--- src/rtl/seq_detect_frame_ctrl.sv ---
// seq_detect_frame_ctrl
//   Feeds framed parallel words, MSB first, into an external serial "1011"
//   detector and counts the detector hits in each frame. A one-word skid
//   buffer lets the next word of a frame arrive while the current word is
//   still being shifted, so back-to-back words form one continuous bit stream.
//   The detector is held in reset between frames.
//
//   Handshake: a word transfers on a rising clock edge where in_valid and
//   in_ready are both 1. in_ready depends only on internal state, never on
//   in_valid. A requester that sees in_ready=0 keeps in_data/in_last stable.
//
// Ports
//   clock, reset_n   rising-edge clock, asynchronous active-low reset
//   in_data          word to scan, bit WORD_W-1 shifted out first
//   in_valid/in_last word valid / word is the final word of its frame
//   in_ready         controller takes a word this cycle
//   det_seq_in       serial bit to the detector
//   det_reset        registered active-high reset to the detector
//   det_out          detector hit (combinational in the detector)
//   busy             frame in progress (SHIFT state)
//   done             one-cycle pulse at end of frame (normal or underrun)
//   err              underrun flag, held until the next frame is taken
//   match_count      saturating hit count of current/last frame
module seq_detect_frame_ctrl #(
    parameter int WORD_W = 8,
    parameter int CNT_W  = 8
) (
    input  logic              clock,
    input  logic              reset_n,
    input  logic [WORD_W-1:0] in_data,
    input  logic              in_valid,
    input  logic              in_last,
    output logic              in_ready,
    output logic              det_seq_in,
    output logic              det_reset,
    input  logic              det_out,
    output logic              busy,
    output logic              done,
    output logic              err,
    output logic [CNT_W-1:0]  match_count
);

    localparam int BC_W = $clog2(WORD_W);
    localparam logic [BC_W-1:0]  LAST_BIT = BC_W'(WORD_W - 1);
    localparam logic [CNT_W-1:0] CNT_MAX  = {CNT_W{1'b1}};

    typedef enum logic [1:0] {
        ST_IDLE  = 2'd0,
        ST_SHIFT = 2'd1,
        ST_DONE  = 2'd2
    } state_t;

    state_t              state_q, state_d;
    logic [WORD_W-1:0]   shift_q, shift_d;
    logic [BC_W-1:0]     bit_cnt_q, bit_cnt_d;
    logic                cur_last_q, cur_last_d;     // word in shifter is last
    logic [WORD_W-1:0]   skid_q, skid_d;
    logic                skid_last_q, skid_last_d;
    logic                skid_full_q, skid_full_d;
    logic                frame_last_q, frame_last_d; // last word of frame already taken
    logic [CNT_W-1:0]    match_q, match_d;
    logic                err_q, err_d;
    logic                det_reset_q, det_reset_d;

    logic accept;
    logic at_boundary;

    always_comb begin
        state_d      = state_q;
        shift_d      = shift_q;
        bit_cnt_d    = bit_cnt_q;
        cur_last_d   = cur_last_q;
        skid_d       = skid_q;
        skid_last_d  = skid_last_q;
        skid_full_d  = skid_full_q;
        frame_last_d = frame_last_q;
        match_d      = match_q;
        err_d        = err_q;
        in_ready     = 1'b0;

        case (state_q)
            ST_IDLE:  in_ready = 1'b1;
            ST_SHIFT: in_ready = !skid_full_q && !frame_last_q;
            default:  in_ready = 1'b0;
        endcase

        accept      = in_valid && in_ready;
        at_boundary = (bit_cnt_q == LAST_BIT);

        case (state_q)
            ST_IDLE: begin
                if (accept) begin
                    shift_d      = in_data;
                    cur_last_d   = in_last;
                    frame_last_d = in_last;
                    skid_full_d  = 1'b0;
                    bit_cnt_d    = '0;
                    match_d      = '0;
                    err_d        = 1'b0;
                    state_d      = ST_SHIFT;
                end
            end
            ST_SHIFT: begin
                if (det_out && (match_q != CNT_MAX)) begin
                    match_d = match_q + 1'b1;
                end
                if (accept) begin
                    frame_last_d = frame_last_q | in_last;
                end
                // A word taken mid-word parks in the skid buffer; a word
                // taken at the boundary can only mean the buffer is empty,
                // so it goes straight into the shifter below.
                if (accept && !at_boundary) begin
                    skid_d      = in_data;
                    skid_last_d = in_last;
                    skid_full_d = 1'b1;
                end
                if (!at_boundary) begin
                    shift_d   = shift_q << 1;
                    bit_cnt_d = bit_cnt_q + 1'b1;
                end else if (cur_last_q) begin
                    bit_cnt_d = '0;
                    state_d   = ST_DONE;
                end else if (skid_full_q) begin
                    shift_d     = skid_q;
                    cur_last_d  = skid_last_q;
                    skid_full_d = 1'b0;
                    bit_cnt_d   = '0;
                end else if (accept) begin
                    shift_d    = in_data;
                    cur_last_d = in_last;
                    bit_cnt_d  = '0;
                end else begin
                    // Next word did not arrive in time: the stream would break.
                    err_d     = 1'b1;
                    bit_cnt_d = '0;
                    state_d   = ST_DONE;
                end
            end
            default: begin
                state_d = ST_IDLE;
            end
        endcase

        // Registered so the detector leaves reset exactly on the edge that
        // enters SHIFT and re-enters reset on the edge that leaves it.
        det_reset_d = (state_d != ST_SHIFT);
    end

    always_ff @(posedge clock or negedge reset_n) begin
        if (!reset_n) begin
            state_q      <= ST_IDLE;
            shift_q      <= '0;
            bit_cnt_q    <= '0;
            cur_last_q   <= 1'b0;
            skid_q       <= '0;
            skid_last_q  <= 1'b0;
            skid_full_q  <= 1'b0;
            frame_last_q <= 1'b0;
            match_q      <= '0;
            err_q        <= 1'b0;
            det_reset_q  <= 1'b1;
        end else begin
            state_q      <= state_d;
            shift_q      <= shift_d;
            bit_cnt_q    <= bit_cnt_d;
            cur_last_q   <= cur_last_d;
            skid_q       <= skid_d;
            skid_last_q  <= skid_last_d;
            skid_full_q  <= skid_full_d;
            frame_last_q <= frame_last_d;
            match_q      <= match_d;
            err_q        <= err_d;
            det_reset_q  <= det_reset_d;
        end
    end

    assign det_seq_in  = (state_q == ST_SHIFT) && shift_q[WORD_W-1];
    assign det_reset   = det_reset_q;
    assign busy        = (state_q == ST_SHIFT);
    assign done        = (state_q == ST_DONE);
    assign err         = err_q;
    assign match_count = match_q;

endmodule

--- config.mk ---
export PLATFORM = sky130hd
export DESIGN_NAME = seq_detect_frame_ctrl
export DESIGN_NICKNAME = d
export VERILOG_FILES = /design/src/rtl/seq_detect_frame_ctrl.sv
export SDC_FILE = /design/constraint.sdc
export NUM_CORES = 1
export LEC_CHECK = 0
export ABC_CLOCK_PERIOD_IN_PS = 5300
export CORE_MARGIN = 1.5
export CORE_UTILIZATION = 35
export CTS_CLUSTER_DIAMETER = 50
export CTS_CLUSTER_SIZE = 30
export DETAILED_ROUTE_END_ITERATION = 10
export SYNTH_ARGS = -nofsm -noshare
export SYNTH_HDL_FRONTEND = slang
export SYNTH_SLANG_ARGS = --single-unit
--- constraint.sdc ---
create_clock -name clock -period 5.3 [get_ports clock]
set_input_delay 1.06 -clock clock [delete_from_list [all_inputs] [get_ports clock]]
set_output_delay 1.06 -clock clock [all_outputs]
set_load 0.01 [all_outputs]
==> results.json <==
{
  "outcome": "completed",
  "die_area_sq_um": 5880,
  "yosys.area.top_type": "dfrtp_1",
  "min_to": "match_count[6]$_DFFE_PN0P_",
  "r2r_setup_slack_ns": 3.17,
  "synth-seq-cells": 35,
  "synth_top_area_share_pct": 44.8,
  "cts_resized": 0,
  "hold_viol": 0,
  "clockBufferDepth": 2,
  "ys_seq_area_share_pct": 46.2,
  "end_kind": "output port",
  "synth_flop_cell": "dfrtp_1",
  "tns_ns": 0,
  "total_power_mw": 1.22,
  "required_ns": 4.24,
  "grt_pass1_wl_mm": 7.64,
  "synth_cells": 190,
  "synth_edf_count": 0,
  "cp_slowest_cell": "dfrtp_1",
  "area_growth_pct": 21.9,
  "critPathLaunchType": "register",
  "avgViaCountPerCell": 5.55,
  "maxSlewHeadroom_pct": 56.9,
  "grt_pass1_vias": 1542,
  "path_delay_family": "buffers and inverters",
  "drt_wl_total_mm": 4.41,
  "finalCritPeriodShare_pct": 57.5,
  "htreeDepth": 2,
  "grt_usage_pct": 16.5,
  "min_from": "match_count[6]$_DFFE_PN0P_",
  "worst_ep_arrival_time_ns": 1.99,
  "core.rowCount": 26,
  "finalSetupViolCount": 0,
  "max_stage_delay_ns": 0.51,
  "die_x_microns": 76.7,
  "r2r-end": "shift_q[1]$_DFFE_PN0P_",
  "die_h_microns": 76.7,
  "cts_sinks": 35,
  "fmax_ghz": 0.328,
  "fin_skew_ns": 0.00444,
  "start_util_pct": 36.7,
  "worstPathCellList": "nand2b_4, clkinv_2, and2_1, clkdlybuf4s50_1",
  "final_nets": 232,
  "drive_gt1_share_pct": 11.5,
  "cts_root_buf": "clkbuf_8",
  "crit_buf_inv": 2,
  "core-area_sq_um": 5170,
  "wire_per_inst_microns": 15.4,
  "synthArstFlopShare_pct": 100,
  "grt_max_degree": 36,
  "ff2ff_path_depth": 7,
  "avgSynthCellArea_sq_um": 10.0,
  "whs_path_depth": 1,
  "grt_overflow": 0,
  "num_vias": 1593,
  "synth_cell_type_count": 56,
  "cts_hold_buf": 0,
  "postRouteAntennaNets": 0,
  "worst_pin_slew_ns": 0.647,
  "cts_tree": "built",
  "cts_made_buffers": 5,
  "slew_viol_final": 0,
  "syn_nets": 206,
  "synth_area_sq_um": 1900,
  "synth.area.top_cells": "dfrtp_1, nand2_1, a22o_1",
  "clkTransAtPathRegs_ns": 0.07,
  "clock_latency_ns": 0.29,
  "n_antenna_cell": 0,
  "post_cts_buffers": 0,
  "critPathMaxFanout": 23,
  "r2r_start": "bit_cnt_q[0]$_DFFE_PN0P_",
  "critical_path_cell_count": 4,
  "n_fill_cell": 503,
  "period_minus_slack_ns": 3.05,
  "power.leakage_nw": 0.970,
  "hp-class": "register to register",
  "power.density_nw_per_um2": 527,
  "place_hpwl_mm": 3.01,
  "io_buffer_count": 26,
  "drc": 0,
  "ys.warnings.count": 0,
  "antenna_found_initial": 0,
  "io_pins": 27,
  "gp_congestion": 0.818,
  "path_class": "register to output port",
  "maxCapViolations": 0,
  "drt_iter0_markers": 112,
  "ir_drop_v": 0.000241,
  "drt_first_pass_iters": 5,
  "rsz0062_at_grt": "false"
}
## metrics by stage
stage	setup WS, ns	instance area [sq um]	util (%)	cells	hold slack, ns
after floorplan	3.31	1900	-	190	0.462
after global placement	2.54	2220	42.8	279	0.484
after detailed placement	2.52	2220	42.8	279	0.483
after CTS	2.25	2320	44.8	287	0.495
after global routing	2.14	2320	44.8	287	0.515
final	2.25	2320	44.8	287	0.491
## worst max-delay path by stage
stage	from	end	slack, ns
after floorplan	state_q[0]$_DFF_PN0_	det_seq_in	3.31
after global placement	in_valid	skid_full_q$_DFFE_PN0P_	2.54
after detailed placement	in_valid	skid_full_q$_DFFE_PN0P_	2.52
after CTS	state_q[0]$_DFF_PN0_	det_seq_in	2.25
after global routing	state_q[0]$_DFF_PN0_	det_seq_in	2.14
final	state_q[0]$_DFF_PN0_	det_seq_in	2.25
## cells by family after synthesis
logic type | count (synthesis) | share of synthesized area [%]
multiplexers | 12 | 6.92
adder cells (fa/ha/maj) | 3 | 1.98
flip-flops | 35 | 46.2
buffers and inverters | 18 | 4.08
AND/OR/NAND/NOR | 61 | 17.6
AO/OA/AOI/OAI | 61 | 23.3
## layout make-up
| cell class | count | area, sq um | share of cell area [%] |
|---|---|---|---|
| Multi-Input combinational cell | 137 | 945 | 40.8 |
| Sequential cell | 35 | 877 | 37.9 |
| Timing Repair Buffer | 27 | 268 | 11.6 |
| Clock buffer | 8 | 100 | 4.32 |
| Tap cell | 70 | 87.6 | 3.78 |
| Inverter | 10 | 38.8 | 1.67 |
## placed cells by master (no fill, tap or decap), drive strengths merged, types with 2 or more instances in the layout
cell            n
a211oi          7
a21oi           4
a22o            9
a22oi           7
a31oi           9
and2            3
and3            3
clkbuf          8
clkdlybuf4s50  26
dfrtp          34
ha              3
inv             9
mux2            9
mux2i           3
nand2          29
nand2b          3
nand3           5
nand3b          2
nand4           2
nor2            6
o21ai           7
o22ai           8
## registers in the layout (all words and copies together), names as in the netlist
register / flops
cur_last_q: 1
det_reset: 1
shift_q: 8
frame_last_q: 1
bit_cnt_q: 3
state_q: 2
err: 1
skid_last_q: 1
match_count: 8
skid_q: 8
skid_full_q: 1
## worst reg2reg max path: cells and delay by family (launching register included)
kind            cells  cell delay (ns)
compound gates      3             0.55
fa+ha+maj           2             0.70
simple gates        1             0.27
flops               1             0.38
buf+inv             1             0.15
## Yosys cell counts (all sizes together), types with 2 or more instances
cell	count
dfrtp	34
nand2	29
a22o	9
a31oi	9
inv	9
mux2	9
o22ai	8
a211oi	7
a22oi	7
o21ai	7
buf	6
nor2	6
nand3	5
a21oi	4
and2	3
and3	3
ha	3
mux2i	3
nand2b	3
clkbuf	2
nand3b	2
nand4	2
## report_power, final
group	switching (mW)	internal (mW)
Sequential	0.102	0.372
Clock	0.0972	0.119
Combinational	0.281	0.249
## routing by layer
layer  wire length, microns  vias up  global-route usage [%]
li1                       -      759                       -
met1                   2090      768                    24.1
met2                   2020       60                    23.4
met3                    258        6                    4.29
met4                     42        0                    5.74
met5                      0        -                       0
Note: power is estimated with default switching activity, not from simulation.
